File: src/rtl/fetch_unit.sv
// Instruction fetch stage: issues instruction-memory reads and fills the IF/ID register.
// Define FETCH_MISALIGN_CHK_EN to flag redirect targets that are not word aligned.
module fetch_unit #(
    parameter logic [31:0] RESET_PC  = 32'h0000_0000,
    parameter logic [31:0] NOP_INSTR = 32'h0000_0013
) (
    input  logic        clk,
    input  logic        reset,
    input  logic        stall,
    input  logic        redirect,
    input  logic [31:0] redirect_pc,
    output logic        imem_req,
    output logic [31:0] imem_addr,
    input  logic        imem_ready,
    input  logic [31:0] imem_rdata,
    output logic        if_id_valid,
    output logic [31:0] if_id_instr,
    output logic [31:0] if_id_pc,
    output logic [31:0] if_id_pc4,
    output logic        misalign
);

    typedef enum logic [1:0] {IDLE, FETCH, WAIT, KILL} state_t;

    state_t      state;
    state_t      state_next;
    logic [31:0] pc;
    logic [31:0] pc_next;
    logic [31:0] pc_plus4;
    logic [31:0] hold_addr;
    logic [31:0] addr_sel;
    logic [31:0] target;
    logic        capture;
    logic        bubble;

    assign target   = redirect_pc & 32'hFFFF_FFFC;
    assign pc_plus4 = pc + 32'd4;

    always_ff @(posedge clk or posedge reset) begin
        if (reset) begin
            state <= IDLE;
        end else begin
            state <= state_next;
        end
    end

    // WAIT and KILL keep presenting the address of the outstanding request,
    // while pc may already point at a redirect target.
    always_comb begin
        state_next = state;
        pc_next    = pc;
        capture    = 1'b0;
        bubble     = 1'b0;
        imem_req   = 1'b1;
        addr_sel   = pc;
        case (state)
            IDLE: begin
                imem_req   = 1'b0;
                state_next = FETCH;
                if (redirect) begin
                    bubble  = 1'b1;
                    pc_next = target;
                end
            end
            FETCH: begin
                if (redirect) begin
                    bubble  = 1'b1;
                    pc_next = target;
                end else if (imem_ready) begin
                    if (!stall) begin
                        capture = 1'b1;
                        pc_next = pc_plus4;
                    end
                end else begin
                    state_next = WAIT;
                    bubble     = !stall;
                end
            end
            WAIT: begin
                addr_sel = hold_addr;
                if (redirect) begin
                    bubble     = 1'b1;
                    pc_next    = target;
                    state_next = imem_ready ? FETCH : KILL;
                end else if (imem_ready) begin
                    state_next = FETCH;
                    if (!stall) begin
                        capture = 1'b1;
                        pc_next = pc_plus4;
                    end
                end else begin
                    bubble = !stall;
                end
            end
            KILL: begin
                addr_sel = hold_addr;
                if (redirect) begin
                    bubble  = 1'b1;
                    pc_next = target;
                end else begin
                    bubble = !stall;
                end
                if (imem_ready) begin
                    state_next = FETCH;
                end
            end
            default: begin
                state_next = IDLE;
            end
        endcase
    end

    assign imem_addr = addr_sel & 32'hFFFF_FFFC;

    always_ff @(posedge clk or posedge reset) begin
        if (reset) begin
            pc          <= RESET_PC;
            hold_addr   <= RESET_PC;
            if_id_valid <= 1'b0;
            if_id_instr <= NOP_INSTR;
            if_id_pc    <= 32'h0000_0000;
            if_id_pc4   <= 32'h0000_0000;
        end else begin
            pc <= pc_next;
            if (state == IDLE || state == FETCH) begin
                hold_addr <= pc;
            end
            if (capture) begin
                if_id_valid <= 1'b1;
                if_id_instr <= imem_rdata;
                if_id_pc    <= pc;
                if_id_pc4   <= pc_plus4;
            end else if (bubble) begin
                if_id_valid <= 1'b0;
                if_id_instr <= NOP_INSTR;
            end
        end
    end

`ifdef FETCH_MISALIGN_CHK_EN
    always_ff @(posedge clk or posedge reset) begin
        if (reset) begin
            misalign <= 1'b0;
        end else begin
            misalign <= redirect && (redirect_pc[1:0] != 2'b00);
        end
    end
`else
    assign misalign = 1'b0;
`endif

endmodule

File: config.mk
export PLATFORM = sky130hd
export DESIGN_NAME = fetch_unit
export DESIGN_NICKNAME = d
export VERILOG_FILES = /design/src/rtl/fetch_unit.sv
export SDC_FILE = /design/constraint.sdc
export NUM_CORES = 1
export LEC_CHECK = 0
export CAP_MARGIN = 15
export CORE_ASPECT_RATIO = 0.8
export CORE_MARGIN = 2
export CORE_UTILIZATION = 45
export CTS_CLUSTER_SIZE = 40
export DETAILED_ROUTE_END_ITERATION = 10
export GPL_TIMING_DRIVEN = 0
export PLACE_DENSITY = 0.84
export SLEW_MARGIN = 20
export SYNTH_ARGS = -nofsm -noshare
export SYNTH_HDL_FRONTEND = slang
export SYNTH_SLANG_ARGS = --single-unit
File: constraint.sdc
create_clock -name clk -period 8.7 [get_ports clk]
set_input_delay 0.87 -clock clk [delete_from_list [all_inputs] [get_ports clk]]
set_output_delay 0.87 -clock clk [all_outputs]
set_load 0.1 [all_outputs]
==> qor.txt, run 1 <==
Status: complete, no violations
TritonCTS Buffers: 17
Ys Warns: 0
Synth top area share: 51.7%
Global-route wire length before repair: 31800 um
Vias in the first global route: 5867
Die Y: 118 um
Cell Area, Synth: 7360 um^2
Drt wl/cell: 17.4 um
Mapped Cells: 711
Final wirelength: 20100 um
Commonest non-fill, non-tap cell in the layout: clkdlybuf4s50_1
Ys flop type: dfrtp_1
Root Buffer: clkbuf_16
Post-layout net count: 1001
Hold-fix buffer count after cts: 0
Die area: 17400 um^2
CTS Sinks: 155
Vias: 5945
Final clock skew: 9.93 ps
Period utilisation layout: 49.2%
Non-Filler Instances: 1155
Io pins: 200
N_diodes: 0
Post-detail-place hpwl: 14300 um
Resize count post-CTS: 0
Final setup viols: 0
CTS Buffer Depth: 2
Initial antenna violation count: 0
Max_cap viols: 0
Area grow syn2layout: 38.9%
WS Path Type: register to output pin
Post-synth EDFFs: 0
Register area share after synthesis: 52.8%
Worst endpoint required time: 7830 ps
Critical path endpoint category: output pin
Core area: 15900 um^2
Synth Register Bits: 155
DR pass1 iterations: 5
Syn avg cell area: 10.3 um^2
Die W: 147 um
H-tree levels: 4
Arrival time of the worst setup path: 3410 ps
Inst Count DP: 1123
Worst slew margin: 28.2%
Post-CTS Setup Inserts: 0
Area leader, netlist: dfrtp_1
Setup TNS: 0 ps
Post-DP Area: 9590 um^2
Clk Latency, worst-skew pair: 430 ps
Port-buffer cells: 190
Synth cell types: 42
Most frequent cells in the layout: 190 x clkdlybuf4s50_1, 174 x nand2_1, 152 x dfrtp_1, 59 x mux2_2, 52 x o21ai_0
Tot GR Track Use: 23.4%
Via density: 5.15
Async SR Flop Fraction: 100%
HP Class: register to register
Crit start category: register
Rows: 41
Synth area leaders: dfrtp_1 52%, mux2_2 9.0%, nand2_1 8.9%
Reg clk slew, reported paths: 60 ps
Largest net degree at the start of global routing: 89
CTS tree: built
Max FO, Critical Path: 10
Detailed-route DRC error count: 0
Total gr overflow: 0
Least-Margin Pin Slew: 1070 ps
Min Tclk post-route: 4280 ps
GP Congestion: 0.827
Share of layout cells above drive strength 1: 15.7%
Drt initial violations: 380
Worst R2R Setup Slack: 6000 ps
Fmax: 0.234 GHz
Final slew viol count: 0
Post-route cell area: 10200 um^2
Final hold vios: 0
Initial core utilization: 46.3%
RSZ-0062 raised after global routing: false
Post-route ant nets: 0
==> cell usage after synthesis (2+ instances only) <==
| cell type | number |
|---|---|
| and3_1 | 4 |
| o21ai_0 | 52 |
| nand4_4 | 3 |
| clkbuf_1 | 28 |
| dfrtp_1 | 152 |
| nor3_1 | 11 |
| ha_1 | 5 |
| nand2_1 | 174 |
| and4_1 | 4 |
| a21oi_1 | 4 |
| nand4_1 | 11 |
| and4_4 | 2 |
| buf_4 | 16 |
| nor2_1 | 20 |
| o21ai_1 | 13 |
| nor4_2 | 3 |
| inv_1 | 9 |
| a22o_1 | 29 |
| dfstp_2 | 3 |
| nand3_1 | 12 |
| nor4_4 | 2 |
| buf_6 | 2 |
| buf_2 | 20 |
| xor2_1 | 29 |
| xnor2_1 | 28 |
| mux2_2 | 59 |
==> final timing paths <==
path,start,to,cells after the start
max in group asynchronous,reset,if_id_pc[16]$_DFFE_PP0N_,3
min reg2reg,if_id_instr[0]$_DFFE_PP1P_,if_id_instr[0]$_DFFE_PP1P_,2
max reg2reg,state[0]$_DFFE_PP0P_,if_id_pc4[3]$_DFFE_PP0N_,8
max,state[0]$_DFFE_PP0P_,imem_addr[17],6
min in group asynchronous,reset,if_id_instr[25]$_DFFE_PP0P_,2
min,if_id_instr[0]$_DFFE_PP1P_,if_id_instr[0]$_DFFE_PP1P_,2
==> flip-flops by register name, summed over array words and instances (netlist names) <==
register / count
if_id_instr: 32
state: 2
if_id_valid: 1
if_id_pc4: 30
if_id_pc: 30
pc: 30
hold_addr: 30
==> metal layers <==
layer	GRT usage [%]	routed length (um)	share of wire (%)	vias up
met3	5.48	1470	7.3	25
met4	6.13	281	1.4	0
met5	0	0	0	-
met2	36.9	9250	46	232
met1	32.8	9130	45	2883
li1	-	-	-	2805
==> logic make-up (layout without fill, tap and decap cells) <==
group | count (synthesis) | count (layout) | share of synthesized area (%)
AO/OA/AOI/OAI | 101 | 101 | 8.49
XOR/XNOR | 57 | 57 | 6.79
adder cells (fa/ha/maj) | 5 | 5 | 0.850
buffers and inverters | 76 | 299 | 5.24
flip-flops | 155 | 155 | 52.8
multiplexers | 59 | 59 | 9.03
other | 1 | 7 | 0.0510
AND/OR/NAND/NOR | 257 | 257 | 16.8
==> layout make-up <==
type	count	area, um^2
multi-input cells	486	3110
plain buffers	67	352
repair buffers	191	1930
clock buffers	19	443
well taps	215	269
inverters	9	41.3
flip-flops and latches	155	3880
clock inverters	13	190
fillers	1264	5680
==> critical path: stages (launching register included) <==
cell and delay (ps):
dfrtp_1 400, inv_1 100, ha_1 210, nor2_1 230, clkbuf_1 600, mux2_2 300, clkdlybuf4s50_1 1130
==> through the flow <==
step	setup slack, ps	hold WS, ps	utilization [%]
after floorplan	3660	446	-
after global placement	1570	448	60.1
after detailed placement	4890	456	60.3
after CTS	4430	466	64.3
after global routing	4270	493	64.3
final	4420	466	64.3
Power of run 1 is not shown: default switching activity piles up to over one toggle a cycle in this logic, so the estimate is an artifact.
==> run 2, diff against run 1 <==
CORE_UTILIZATION = 44   (was 45)
PLACE_DENSITY = 0.86   (was 0.84)
clock period = 3.9 ns   (was 8.7 ns; I/O delays follow)
==> run 2 against run 1 <==
Die area increased by 2.2%. Critical path depth is the same. First-iteration DRC count shrank 5.0%. Non-clock buffer count grew 4. Setup slack got worse by 4300 ps. Hold slack lost 220 ps. Via count rose by 1.8%. Clock skew decreased by 2.5 ps. Count of clock-buffer cells in the layout stayed put. Critical endpoint is now imem_addr[5].
==> qor.txt, run 2 (synthesis gave the netlist of run 1 again) <==
Core area: 16400 um^2
Biggest register: if_id_instr
Post-detail-place hpwl: 14700 um
Final clock skew: 7.42 ps
H-tree levels: 4
RSZ-0062 raised after global routing: false
Root Buffer: clkbuf_16
Die area: 17800 um^2
CTS tree: built
Reg-to-Reg Start: state[0]$_DFFE_PP0P_
Tot GR Track Use: 23.6%
Crit start category: register
Post-layout net count: 1005
Max_cap viols: 0
Post-route ant nets: 0
Rows: 42
Arrival time of the worst setup path: 3340 ps
Final hold vios: 0
Vias in the first global route: 5957
Hold-fix buffer count after cts: 0
Total gr overflow: 0
Die W: 149 um
Post-route cell area: 10300 um^2
Worst slew margin: 29.1%
Vias: 6051
Period utilisation layout: 95.7%
Non-Filler Instances: 1164
CTS Sinks: 155
CP Cell Sequence: inv_1 > ha_1 > nor2_1 > clkbuf_1 > mux2_2 > clkdlybuf4s50_1
Status: complete, no violations
WS Path Type: register to output pin
Share of layout cells above drive strength 1: 16.1%
Crit Reg-Reg Endpoint: if_id_pc[18]$_DFFE_PP0N_
Min Tclk post-route: 3730 ps
Commonest non-fill, non-tap cell in the layout: clkdlybuf4s50_1
Slowest stage delay, CP: 1130 ps
GP Congestion: 0.839
Worst R2R Setup Slack: 1420 ps
Die Y: 120 um
Initial core utilization: 44.7%
Critical path endpoint category: output pin
Global-route wire length before repair: 32100 um
Fin Hold WS: 246 ps
Detailed-route DRC error count: 0
Worst endpoint required time: 3510 ps
Reg clk slew, reported paths: 60 ps
Most frequent cells in the layout: 180 x clkdlybuf4s50_1, 174 x nand2_1, 152 x dfrtp_1, 59 x mux2_2, 52 x o21ai_0
Io pins: 200
Port-buffer cells: 190
Final slew viol count: 0
Largest net degree at the start of global routing: 36
HP Class: primary input to async pin
Drt initial violations: 361
Drt wl/cell: 17.6 um
Fmax: 0.268 GHz
Inst Count DP: 1132
Final wirelength: 20500 um
CTS Buffer Depth: 2
TritonCTS Buffers: 17
Max FO, Critical Path: 10
DR pass1 iterations: 5
Via density: 5.20
N_diodes: 0
Slowest CP cell: clkdlybuf4s50_1
Max FFs per register: 32
Post-DP Area: 9670 um^2
Area grow syn2layout: 40.4%
Least-Margin Pin Slew: 1060 ps
Clk Latency, worst-skew pair: 430 ps
Initial antenna violation count: 0
Setup TNS: 0 ps
Path depth of the worst reg2reg path: 8
Final setup viols: 0
==> run 2: cell types whose count changed in the layout (fill, tap and decap cells not counted), sizes merged <==
| cell | delta |
|---|---|
| clkinv | +4 |
| clkinvlp | -1 |
| dlymetal6s2s | +10 |
| clkdlybuf4s50 | -10 |
| buf | +4 |
| inv | -3 |
==> run 2: area by class of cell <==
class / count / area (um^2)
fillers: 1344 / 6120
flip-flops and latches: 155 / 3880
multi-input cells: 486 / 3110
repair buffers: 195 / 2030
clock buffers: 19 / 443
plain buffers: 67 / 352
well taps: 220 / 275
clock inverters: 13 / 193
inverters: 9 / 37.5
==> run 2: stage by stage <==
step	utilization, %	setup slack, ps
floorplan	-	1550
finish	62.8	168
global placement	58.1	230
detailed placement	58.8	534
CTS	62.6	52.5
global route	62.8	15.2
==> run 2: how the worst max path moves through the flow <==
stage / cells past startpoint / end / from / slack, ps
final: 6 / imem_addr[5] / state[0]$_DFFE_PP0P_ / 170
after CTS: 6 / imem_addr[14] / state[0]$_DFFE_PP0P_ / 50
after floorplan: 1 / hold_addr[10]$_DFFE_PP0P_ / reset / 1550
after global placement: 2 / if_id_pc[23]$_DFFE_PP0N_ / reset / 230
after global routing: 6 / imem_addr[3] / state[0]$_DFFE_PP0P_ / 20
after detailed placement: 6 / imem_addr[14] / state[0]$_DFFE_PP0P_ / 530
==> run 2: critical path: cells and delay by family, from the launching register on <==
family	cells	cell delay [ps]
buffers and inverters	3	1780
DFF	1	390
muxes	1	290
and+or+nand+nor	1	230
adders and majority gates	1	220
==> run 2: layer usage <==
metal,part of all wire [%],up-vias,routed length (um),global-route usage (%)
li1,-,2822,-,-
met1,45,2995,9160,33.1
met2,47,217,9550,36.6
met3,7.8,17,1610,6.73
met4,0.86,0,176,5.65
met5,0,-,0,0
==> run 2: what timing repair did <==
action,CTS,global route
hold endpoints to repair,0,0
setup buffers,0,0
setup endpoints to repair,0,10
resized for setup,0,10
Power of run 2 is left out for the same reason.
==> run 3, diff against run 2 <==
CAP_MARGIN = 20   (was 15)
CORE_UTILIZATION = 45   (was 44)
CTS_BUF_LIST = sky130_fd_sc_hd__clkbuf_4 sky130_fd_sc_hd__clkbuf_8   (was unset)
PLACE_DENSITY = 0.87   (was 0.86)
==> run 3 against run 2 <==
Clock skew is 5.4 ps higher. Die area is 2.2% lower. First-iteration DRC count is 26% higher. Setup slack better by 260 ps. Global-route usage is 0.097 points higher. Cell count is 0.34% lower. Count of clock-buffer cells in the layout stayed put. Via count is 0.20% lower. Routed wire length is 1.5% lower.
==> qor.txt, run 3 (synthesis gave the netlist of run 1 again) <==
Post-layout net count: 1005
Worst endpoint required time: 3510 ps
Hold-fix buffer count after cts: 0
Port-buffer cells: 190
Final slew viol count: 0
Worst R2R Setup Slack: 1310 ps
Slowest stage delay, CP: 750 ps
Crit start category: register
Post-detail-place hpwl: 14700 um
DR pass1 iterations: 5
CTS Buffer Depth: 2
Post-DP Area: 9650 um^2
Arrival time of the worst setup path: 3080 ps
Post-route cell area: 10100 um^2
Die W: 147 um
Root Buffer: clkbuf_8
Rows: 41
GP Congestion: 0.810
CP bufs+invs: 3
HP Class: primary input to async pin
Drt initial violations: 454
Inst Count DP: 1127
Reg-to-Reg Start: state[0]$_DFFE_PP0P_
Least-Margin Pin Slew: 1070 ps
WS Path Type: register to output pin
H-tree levels: 4
Critical path endpoint category: output pin
Commonest non-fill, non-tap cell in the layout: nand2_1
Final clock skew: 12.8 ps
Vias in the first global route: 5937
Most frequent cells in the layout: 174 x nand2_1, 161 x clkdlybuf4s50_1, 152 x dfrtp_1, 59 x mux2_2, 52 x o21ai_0
Io pins: 200
Reg clk slew, reported paths: 90 ps
Die Y: 118 um
Slowest CP cell: dlymetal6s2s_1
CP Cell Sequence: inv_1 > ha_1 > nor2_1 > clkbuf_1 > mux2_2 > dlymetal6s2s_1
Tot GR Track Use: 23.7%
Final setup viols: 0
Global-route wire length before repair: 31900 um
TritonCTS Buffers: 17
Via density: 5.21
Crit Reg-Reg Endpoint: if_id_pc[17]$_DFFE_PP0N_
Setup TNS: 0 ps
Largest net degree at the start of global routing: 36
Core area: 15900 um^2
Share of layout cells above drive strength 1: 16.2%
Path depth of the worst reg2reg path: 8
Min Tclk post-route: 3470 ps
Status: complete, no violations
Non-Filler Instances: 1160
Area grow syn2layout: 37.3%
Final wirelength: 20200 um
Period utilisation layout: 89.1%
Final hold vios: 0
CTS Sinks: 155
Drt wl/cell: 17.4 um
Initial antenna violation count: 2
Max FO, Critical Path: 10
Initial core utilization: 46.3%
Max_cap viols: 0
Worst slew margin: 28.7%
Top delay family on crit path: buffers and inverters
Biggest register: if_id_instr
Detailed-route DRC error count: 0
Fmax: 0.288 GHz
Vias: 6039
Clk Latency, worst-skew pair: 470 ps
Total gr overflow: 0
Critical Path Stages: 6
Max FFs per register: 32
RSZ-0062 raised after global routing: false
CTS tree: built
Die area: 17400 um^2
Post-route ant nets: 0
[run 3: what timing repair did]
action,in CTS,in global routing
setup endpoints to repair,0,29
gates resized for setup,0,29
setup buffers,0,0
[run 3: metal layers]
layer  track usage, %  share of wire, %
met1             32.8                45
met3             5.14               7.9
met4             6.85               1.6
met5                0             0.064
met2             37.8                46
[run 3: worst max-delay path by stage]
stage	start	end
floorplan	reset	hold_addr[10]$_DFFE_PP0P_
global placement	reset	if_id_pc[23]$_DFFE_PP0N_
detailed placement	state[0]$_DFFE_PP0P_	imem_addr[14]
CTS	state[0]$_DFFE_PP0P_	imem_addr[15]
global route	state[0]$_DFFE_PP0P_	imem_addr[14]
finish	state[0]$_DFFE_PP0P_	imem_addr[2]
[run 3: through the flow]
step                      worst slack, ps  utilization, %  hold WS (ps)
after global placement                228            60.1           451
after global routing                  300            63.5           224
after CTS                            42.7            63.1           194
final                                 425            63.5           210
after detailed placement              563            60.7           463
after floorplan                      1550               -           446
[run 3: layout make-up]
cell class                      count  area [um^2]
Tap cell                          215          269
Inverter                            9         37.5
Multi-Input combinational cell    486         3110
Sequential cell                   155         3880
Antenna cell                        1         2.50
Buffer                             67          352
Clock inverter                     13          119
Fill cell                        1285         5800
Clock buffer                       19          255
Timing Repair Buffer              195         2070
Power of run 3 is left out for the same reason.
